### src/rtl/alu_pkg.sv
// Shared definitions for the ALU and its two-port arbiter: default widths,
// opcode encodings, FSM state encoding and the round-robin pick function.
package alu_pkg;

  localparam int DATA_WIDTH_DEF    = 16;
  localparam int SEL_OPERATION_DEF = 3;

  localparam logic [2:0] OP_SUM = 3'd0;
  localparam logic [2:0] OP_SUB = 3'd1;
  localparam logic [2:0] OP_NOT = 3'd2;
  localparam logic [2:0] OP_AND = 3'd3;
  localparam logic [2:0] OP_OR  = 3'd4;
  localparam logic [2:0] OP_XOR = 3'd5;
  localparam logic [2:0] OP_SLL = 3'd6;
  localparam logic [2:0] OP_SRL = 3'd7;

  typedef enum logic [1:0] {
    ST_IDLE = 2'd0,
    ST_EXEC = 2'd1,
    ST_RESP = 2'd2
  } state_e;

  // Round-robin pick: a lone requester wins; on a tie the one not served last wins.
  function automatic logic arb_pick(input logic v0, input logic v1, input logic last);
    if (v0 && v1) begin
      return ~last;
    end else if (v1) begin
      return 1'b1;
    end
    return 1'b0;
  endfunction

endpackage

### src/rtl/alu.sv
// Combinational 16-bit ALU (width parameterised). Arithmetic wraps modulo
// 2^DATA_WIDTH; shifts by DATA_WIDTH or more produce zero; NOT ignores B.
module alu
  import alu_pkg::*;
#(
  parameter int DATA_WIDTH    = DATA_WIDTH_DEF,
  parameter int SEL_OPERATION = SEL_OPERATION_DEF
) (
  input  logic [DATA_WIDTH-1:0]    dataa_i,
  input  logic [DATA_WIDTH-1:0]    datab_i,
  input  logic [SEL_OPERATION-1:0] sel_i,
  output logic [DATA_WIDTH-1:0]    data_o
);

  localparam logic [DATA_WIDTH-1:0] SHIFT_LIMIT = DATA_WIDTH'(DATA_WIDTH);

  logic shift_oob;
  assign shift_oob = (datab_i >= SHIFT_LIMIT);

  // Opcode decode; the full B operand is the shift amount.
  always_comb begin
    data_o = '0;
    case (sel_i)
      SEL_OPERATION'(OP_SUM): data_o = dataa_i + datab_i;
      SEL_OPERATION'(OP_SUB): data_o = dataa_i - datab_i;
      SEL_OPERATION'(OP_NOT): data_o = ~dataa_i;
      SEL_OPERATION'(OP_AND): data_o = dataa_i & datab_i;
      SEL_OPERATION'(OP_OR):  data_o = dataa_i | datab_i;
      SEL_OPERATION'(OP_XOR): data_o = dataa_i ^ datab_i;
      SEL_OPERATION'(OP_SLL): data_o = shift_oob ? '0 : (dataa_i << datab_i);
      SEL_OPERATION'(OP_SRL): data_o = shift_oob ? '0 : (dataa_i >> datab_i);
      default:                data_o = '0;
    endcase
  end

endmodule

### src/rtl/alu_arbiter.sv
// Shares one ALU between two requesters. A round-robin IDLE/EXEC/RESP FSM
// accepts one request, latches its operands, registers the ALU result and
// holds it on that requester's response channel until it is taken.
// Optional feature macro: ALU_ARB_FLAGS_EN adds registered zero/neg flags
// per response channel.
module alu_arbiter
  import alu_pkg::*;
#(
  parameter int DATA_WIDTH    = DATA_WIDTH_DEF,
  parameter int SEL_OPERATION = SEL_OPERATION_DEF
) (
  input  logic                     clk_i,
  input  logic                     rst_n_i,
  input  logic                     req0_valid_i,
  output logic                     req0_ready_o,
  input  logic [DATA_WIDTH-1:0]    req0_a_i,
  input  logic [DATA_WIDTH-1:0]    req0_b_i,
  input  logic [SEL_OPERATION-1:0] req0_op_i,
  output logic                     rsp0_valid_o,
  input  logic                     rsp0_ready_i,
  output logic [DATA_WIDTH-1:0]    rsp0_data_o,
  input  logic                     req1_valid_i,
  output logic                     req1_ready_o,
  input  logic [DATA_WIDTH-1:0]    req1_a_i,
  input  logic [DATA_WIDTH-1:0]    req1_b_i,
  input  logic [SEL_OPERATION-1:0] req1_op_i,
  output logic                     rsp1_valid_o,
  input  logic                     rsp1_ready_i,
  output logic [DATA_WIDTH-1:0]    rsp1_data_o,
`ifdef ALU_ARB_FLAGS_EN
  output logic                     rsp0_zero_o,
  output logic                     rsp0_neg_o,
  output logic                     rsp1_zero_o,
  output logic                     rsp1_neg_o,
`endif
  output logic                     busy_o,
  output logic                     grant_o
);

  state_e                          state_q, state_d;
  logic                            last_grant_q, last_grant_d;
  logic                            grant_q, grant_d;
  logic [DATA_WIDTH-1:0]           a_q, a_d;
  logic [DATA_WIDTH-1:0]           b_q, b_d;
  logic [SEL_OPERATION-1:0]        op_q, op_d;
  logic [1:0]                      rsp_valid_q, rsp_valid_d;
  logic [1:0][DATA_WIDTH-1:0]      rsp_data_q, rsp_data_d;
`ifdef ALU_ARB_FLAGS_EN
  logic [1:0]                      zero_q, zero_d;
  logic [1:0]                      neg_q, neg_d;
`endif

  logic [1:0]            req_valid;
  logic [1:0]            req_ready;
  logic [1:0]            rsp_ready;
  logic                  arb_sel;
  logic                  accept;
  logic [DATA_WIDTH-1:0] alu_out;

  assign req_valid = {req1_valid_i, req0_valid_i};
  assign rsp_ready = {rsp1_ready_i, rsp0_ready_i};
  assign arb_sel   = arb_pick(req0_valid_i, req1_valid_i, last_grant_q);

  // Ready is held low while reset is asserted so no request is lost to a reset edge.
  genvar gi;
  generate
    for (gi = 0; gi < 2; gi++) begin : g_ready
      assign req_ready[gi] = rst_n_i && (state_q == ST_IDLE) && req_valid[gi]
                             && (arb_sel == 1'(gi));
    end
  endgenerate

  assign accept = |req_ready;

  alu #(
    .DATA_WIDTH   (DATA_WIDTH),
    .SEL_OPERATION(SEL_OPERATION)
  ) u_alu (
    .dataa_i(a_q),
    .datab_i(b_q),
    .sel_i  (op_q),
    .data_o (alu_out)
  );

  // Next-state logic for the arbitration FSM and its datapath registers.
  always_comb begin
    state_d      = state_q;
    last_grant_d = last_grant_q;
    grant_d      = grant_q;
    a_d          = a_q;
    b_d          = b_q;
    op_d         = op_q;
    rsp_valid_d  = rsp_valid_q;
    rsp_data_d   = rsp_data_q;
`ifdef ALU_ARB_FLAGS_EN
    zero_d       = zero_q;
    neg_d        = neg_q;
`endif
    case (state_q)
      ST_IDLE: begin
        if (accept) begin
          a_d     = arb_sel ? req1_a_i  : req0_a_i;
          b_d     = arb_sel ? req1_b_i  : req0_b_i;
          op_d    = arb_sel ? req1_op_i : req0_op_i;
          grant_d = arb_sel;
          state_d = ST_EXEC;
        end
      end
      ST_EXEC: begin
        rsp_data_d[grant_q]  = alu_out;
        rsp_valid_d[grant_q] = 1'b1;
`ifdef ALU_ARB_FLAGS_EN
        zero_d[grant_q]      = (alu_out == '0);
        neg_d[grant_q]       = alu_out[DATA_WIDTH-1];
`endif
        state_d              = ST_RESP;
      end
      ST_RESP: begin
        if (rsp_ready[grant_q]) begin
          rsp_valid_d[grant_q] = 1'b0;
          last_grant_d         = grant_q;
          state_d              = ST_IDLE;
        end
      end
      default: state_d = ST_IDLE;
    endcase
  end

  // State registers; reset discards any in-flight operation.
  always_ff @(posedge clk_i) begin
    if (!rst_n_i) begin
      state_q      <= ST_IDLE;
      last_grant_q <= 1'b1;
      grant_q      <= 1'b1;
      a_q          <= '0;
      b_q          <= '0;
      op_q         <= '0;
      rsp_valid_q  <= '0;
      rsp_data_q   <= '0;
`ifdef ALU_ARB_FLAGS_EN
      zero_q       <= '0;
      neg_q        <= '0;
`endif
    end else begin
      state_q      <= state_d;
      last_grant_q <= last_grant_d;
      grant_q      <= grant_d;
      a_q          <= a_d;
      b_q          <= b_d;
      op_q         <= op_d;
      rsp_valid_q  <= rsp_valid_d;
      rsp_data_q   <= rsp_data_d;
`ifdef ALU_ARB_FLAGS_EN
      zero_q       <= zero_d;
      neg_q        <= neg_d;
`endif
    end
  end

  assign req0_ready_o = req_ready[0];
  assign req1_ready_o = req_ready[1];
  assign rsp0_valid_o = rsp_valid_q[0];
  assign rsp1_valid_o = rsp_valid_q[1];
  assign rsp0_data_o  = rsp_data_q[0];
  assign rsp1_data_o  = rsp_data_q[1];
`ifdef ALU_ARB_FLAGS_EN
  assign rsp0_zero_o  = zero_q[0];
  assign rsp0_neg_o   = neg_q[0];
  assign rsp1_zero_o  = zero_q[1];
  assign rsp1_neg_o   = neg_q[1];
`endif
  assign busy_o       = (state_q != ST_IDLE);
  assign grant_o      = grant_q;

endmodule

### config.mk
export PLATFORM = sky130hd
export DESIGN_NAME = alu_arbiter
export DESIGN_NICKNAME = d
export VERILOG_FILES = /design/src/rtl/alu_pkg.sv /design/src/rtl/alu.sv /design/src/rtl/alu_arbiter.sv
export SDC_FILE = /design/constraint.sdc
export NUM_CORES = 1
export LEC_CHECK = 0
export CORE_UTILIZATION = 45
export CTS_CLUSTER_DIAMETER = 60
export DETAILED_ROUTE_END_ITERATION = 7
export PLACE_DENSITY = 0.82
export SLEW_MARGIN = 40
export SYNTH_ARGS = -nofsm -noshare
export SYNTH_HDL_FRONTEND = slang
export SYNTH_SLANG_ARGS = --single-unit
### constraint.sdc
create_clock -name clk_i -period 3.6 [get_ports clk_i]
set_input_delay 0.72 -clock clk_i [delete_from_list [all_inputs] [get_ports clk_i]]
set_output_delay 0.72 -clock clk_i [all_outputs]
set_load 0.1 [all_outputs]
======== After elaboration in Yosys (flattened, before gate mapping) ========
Index checks and enable logic that the tools add are counted.
word-level totals
  output and inout bits ................... 38
  memory bits (read-only) ................. 0
  logic and storage cells ................. 75
  memories ................................ 0
  latch bits .............................. 0
  input port bits ......................... 76
  RAM bits ................................ 0
  flip-flop bits (word level) ............. 73
cells by class
  $add $sub $neg .......................... 2
  equality and inequality tests ........... 11
  $mul .................................... 0
  div/mod/pow operators ................... 0
  reduce and logical (&&, ||, !) cells .... 16
  bitwise logic cells ..................... 9
  shift operators ......................... 2
  order comparisons ....................... 3
  mux-type cells .......................... 23
operator list
  cell                   count
  $pmux W16 S8           1
  $mux W16               5
  $bwmux W32             1
  $add A16 B16 Y16       1
  $and A16 B16 Y16       1
  $demux W16 S1          1
  $ge A16 B5 Y1 const B  1
  $not A16 Y16           1
  $or A16 B16 Y16        1
  $shl A16 B16 Y16       1
  $shr A16 B16 Y16       1
  $sub A16 B16 Y16       1
  $xor A16 B16 Y16       1
  $eq A3 B3 Y1 const B   4
  $mux W1                8
  $reduce_and A2 Y1      4
  $logic_and A1 B1 Y1    7
  $eq A3 B2 Y1 const B   2
  $mux W2                3
  $pmux W2 S3            1
  $ne A2 B2 Y1 const B   2
  $pmux W2 S2            1
  $reduce_bool A2 Y1     2
  $eq A3 B1 Y1 const B   1
  other kinds (13)       14

======== Depth between registers and ports, before layout ========
Gate-level depths: netlist of run 1.
  depth after elaboration ................. 8
  depth in mapped cells ................... 16

======== Modules after synthesis ========
A second synthesis of run 1 with hierarchy kept.
unflattened totals
  cell total of the unflattened synthesis .. 857
  area total of the unflattened synthesis .. 7118.1 um^2
by module, submodules not included
  module       seq. area each (um^2)  instances  area each (um^2)  cells an instance
  alu          0.0                    1          3809.9            508
  alu_arbiter  1461.4                 1          3308.2            349

======== Least setup slack after synthesis of run 1 ========
OpenSTA, ideal clock, no wires.
  path type ............................... reg-to-reg
  start ................................... register b_q[2]
  end ..................................... register rsp_data_q (netlist bit rsp0_data_o[14])
  arrival time ............................ 3.328 ns
  stages on the path, launching flop included .. 14
  period minus slack after synthesis ...... 3.464 ns
  slack ................................... 0.136 ns
  cell sequence ........................... dfxtp_1 > buf_2 > buf_2 > nor4_1 > nand2_1 > nor3_1 > a41oi_1 > xnor2_1 > ha_1 > a2111oi_0 > a211oi_1 > mux2i_1 > a2111oi_0 > a21oi_1
on the way
  longest elaborated chain between the ends .. 4
  elaborated cells between the ends (all ways) .. 9
  those cells by class .................... add/sub: 2; order compare: 1; shift: 2; mux: 4
ends and longest elaborated chain
  what                                         line                  source
  start, declared                              alu_arbiter.sv:44     logic [DATA_WIDTH-1:0] b_q, b_d;
  start signal, assigned                       alu_arbiter.sv:136    b_q <= '0;
  start signal, assigned                       alu_arbiter.sv:149    b_q <= b_d;
  $ge A16 B5 Y1, or another cell as far along  alu.sv:18             assign shift_oob = (datab_i >= SHIFT_LIMIT);
  $mux W16 (on tied branches)                  alu.sv:31, alu.sv:30
  $pmux W16 S8 *                               alu.sv:23             case (sel_i)
  $bwmux W32 *                                 alu_arbiter.sv:110    rsp_data_d[grant_q] = alu_out;
  end signal, assigned                         alu_arbiter.sv:152    rsp_data_q <= rsp_data_d;
  end, declared                                alu_arbiter.sv:47     logic [1:0][DATA_WIDTH-1:0] rsp_data_q, rsp_data_d;
Every way passes the cells marked *; elsewhere a longest branch is shown, timed or not.
A chain may end at the register's enable or synchronous reset.

======== Final worst setup path of run 1 ========
  start ................................... register b_q[1]
  end ..................................... register rsp_data_q (netlist bit rsp1_data_o[14])
Same word-level chain as after synthesis.

==> flow_summary_export.csv, run 1 <==
group,metric,value,unit
status,status,"finished, final reports clean",
finish,design_area,8260,µm²
die,die_area,15400,µm²
die,ios,114,
setup_path,reg2reg_slack,0.30,ns
setup_path,start_kind,"register",
setup_path,crit_fanout,10,
drt,ant_nets,0,
die,start_util,46.2,%
synthesis,yosys_register_bits,73,
synthesis,avgSynthCellArea,7.84,µm²
cts,hold_buffers,0,
grt,grt-ovfl-total,0,
finish,nets,1074,
power,pwr-share-comb,52.7,%
drt,firstDrtPassIters,7,
finish,antenna_cells,0,
timing,finalSetupViolations,0,
drt,route.final.wire_length,23700,µm
synthesis,syn_area,6720,µm²
timing,skew,0.00962,ns
power,pwr-share-clk,21.9,%
timing,tightest_slew,0.785,ns
timing,drv_slew,0,
die,die_h,124,µm
synthesis,synth_edf_count,0,
power,power.internal,2.14,mW
cts,cts_tree,"yes",
worst_hold_path,worstHoldStart,"rsp1_data_o[12]",
finish,fill_cells,1353,
cts,path_clk_slew,0.07,ns
synthesis,synth_top_area_share,21.8,%
synthesis,ys_seq_area_share,21.8,%
grt,grt_pass1_vias,6689,
grt,grt_pass1_wl,36300,µm
job,drv_cap,0,
drt,drt_iter0_drc,785,
synthesis,synth_area_leaders,"dfxtp_1 22%, mux2i_1 9.4%, ha_1 8.9%",
timing,grt_setup_unrepaired,"no",
synthesis,yosys.area.top_type,"dfxtp_1",
synthesis,syn_inst,857,
synthesis,yosys_warnings,0,
setup_path,reg2reg_from,"b_q[1]",
placement,place_area,7980,µm²
drt,drt_drc_violations_left,0,
synthesis,synth_nets,982,
worst_hold_path,hp-class,"register to register",
finish,multi_input_area,4780,µm²
placement,hpwl,17900,µm
cts,htree_levels,3,
setup_path,crit_type,"register to register",
timing,hold_viol,0,
finish,drive_above_1_share,14.2,%
cts,clock_latency,0.35,ns
cts,cts_made_buffers,9,
setup_path,crit_start,"b_q[1]",
power,p_seq_share,25.4,%
drt,via_per_inst,6.32,
synthesis,synth_ff_type,"dfxtp_1",
drt,wl_per_cell,20.8,µm
timing,layout_setup_ws,0.297,ns
power,ir_drop,268,µV
power,p_sw,1.83,mW
grt,grt_usage,31.5,%
power,leakage,3.19,nW
cts,cts_max_path_buffers,2,
finish,regArea,1460,µm²
timing,relSlewSlack,47.2,%
synthesis,synth_async_sr_flop_share,0,%
cts,ctsRootBufferMaster,"clkbuf_16",
finish,area_delta_synth_final,23.0,%
timing,fin_crit,3.30,ns
synthesis,netlist-cell-type-count,67,
power,swShare,46.1,%
die,rows,44,
finish,mostFrequentLayoutCell,"nor2_1",
finish,final_cell_mix,"91 x nor2_1, 75 x clkdlybuf4s50_1, 71 x dfxtp_1, 63 x mux2i_1, 58 x a21oi_1",
cts,cts.sinks,73,
setup_path,cp-end-kind,"register",
die,chipWidth,124,µm
timing,finalCritPeriodShare,91.7,%
power,power.total,3.97,mW
setup_path,required,3.81,ns
placement,place_ws,0.304,ns
placement,io_buffers,113,
grt,grt_max_degree,44,
die,core,14500,µm²
timing,fmax,303,MHz
grt,antenna_found_initial,0,
placement,routabilityCongestion,1.05,
power,powerDensity,481,nW/µm²
setup_path,worstPathArrival,3.51,ns
timing,setup_tns,0,ns
drt,vias,7197,
-- repair_timing --
item | CTS | global route
setup buffers | 0 | 0
setup endpoints to repair | 0 | 2
gates resized for setup | 0 | 1
-- synth_stat cells, types with 10 or more instances --
library cell	n
nor2b_1	11
mux4_2	20
buf_2	10
dfxtp_1	73
mux2i_1	63
a31oi_1	14
xnor2_1	20
a21oi_1	58
nand2b_1	12
inv_1	41
ha_1	48
nor2_1	91
nand2_1	54
nor3_1	18
o22ai_1	22
o21ai_0	56
nand3_1	16
a211oi_1	45
clkbuf_1	55
-- cell type report --
cell class | instances | area share (%)
Sequential cell | 73 | 17.7
Timing Repair Buffer | 159 | 16.1
Inverter | 44 | 2.00
Clock buffer | 9 | 2.73
Tap cell | 184 | 2.79
Multi-Input combinational cell | 662 | 57.9
Clock inverter | 7 | 0.742
-- worst max-delay path, stage by stage (launching register included) --
cell,delay [ns]
dfxtp_2,0.38
or2_2,0.30
o41ai_1,0.40
xnor2_1,0.17
ha_1,0.39
o211ai_1,0.16
nor3b_1,0.18
a211o_1,0.30
a211oi_1,0.27
mux2i_1,0.11
a2111oi_1,0.27
buf_4,0.18
a21oi_1,0.06
-- worst paths after layout --
kind	endpoint	cells after the start
max	rsp1_data_o[14]	12
min	rsp1_data_o[12]	2
max reg2reg	rsp1_data_o[14]	12
min reg2reg	rsp1_data_o[12]	2
-- cells by family after synthesis --
| family | synth area share [%] |
|---|---|
| flip-flops | 21.8 |
| XOR/XNOR | 2.87 |
| buffers and inverters | 7.25 |
| multiplexers | 16.6 |
| AND/OR/NAND/NOR | 16.7 |
| AO/OA/AOI/OAI | 25.6 |
| adder cells (fa/ha/maj) | 9.24 |
-- per-layer routing --
layer  vias up  track usage (%)  wire length (µm)
li1       3343                -                 -
met1      3302             41.1              9620
met2       463             46.9             10500
met3        89             8.01              2410
met4         0             17.9              1200
met5         -                0                 0
-- state kept, by name, indices dropped and copies added, names as in the netlist, named ones only --
signal	cells
rsp1_data_o	16
last_grant_q	1
grant_o	1
state_q	2
op_q	3
b_q	16
a_q	16
rsp0_data_o	16
-- through the flow --
stage,util (%),hold WS (ns),cells
floorplan,-,0.451,857
global placement,56.0,0.448,1122
detailed placement,54.9,0.454,1122
CTS,56.8,0.462,1138
global route,56.9,0.473,1138
finish,56.9,0.460,1138
-- power groups by stage --
| stage | registers (mW) | logic, mW | clock network (mW) |
|---|---|---|---|
| after CTS | 1.00 | 2.05 | 0.878 |
| after detailed placement | 1.02 | 2.04 | 0 |
| after floorplan | 1.25 | 1.21 | 0 |
| final | 1.01 | 2.09 | 0.869 |
| after global routing | 1.02 | 2.25 | 0.921 |
| after global placement | 1.02 | 2.06 | 0 |
Power figures use the tool's default switching activity.
==> run 2, diff against run 1 <==
- CAP_MARGIN: default -> 20
==> results of run 2 <==
Final layout, timing and power as in run 1 (identical DEF).
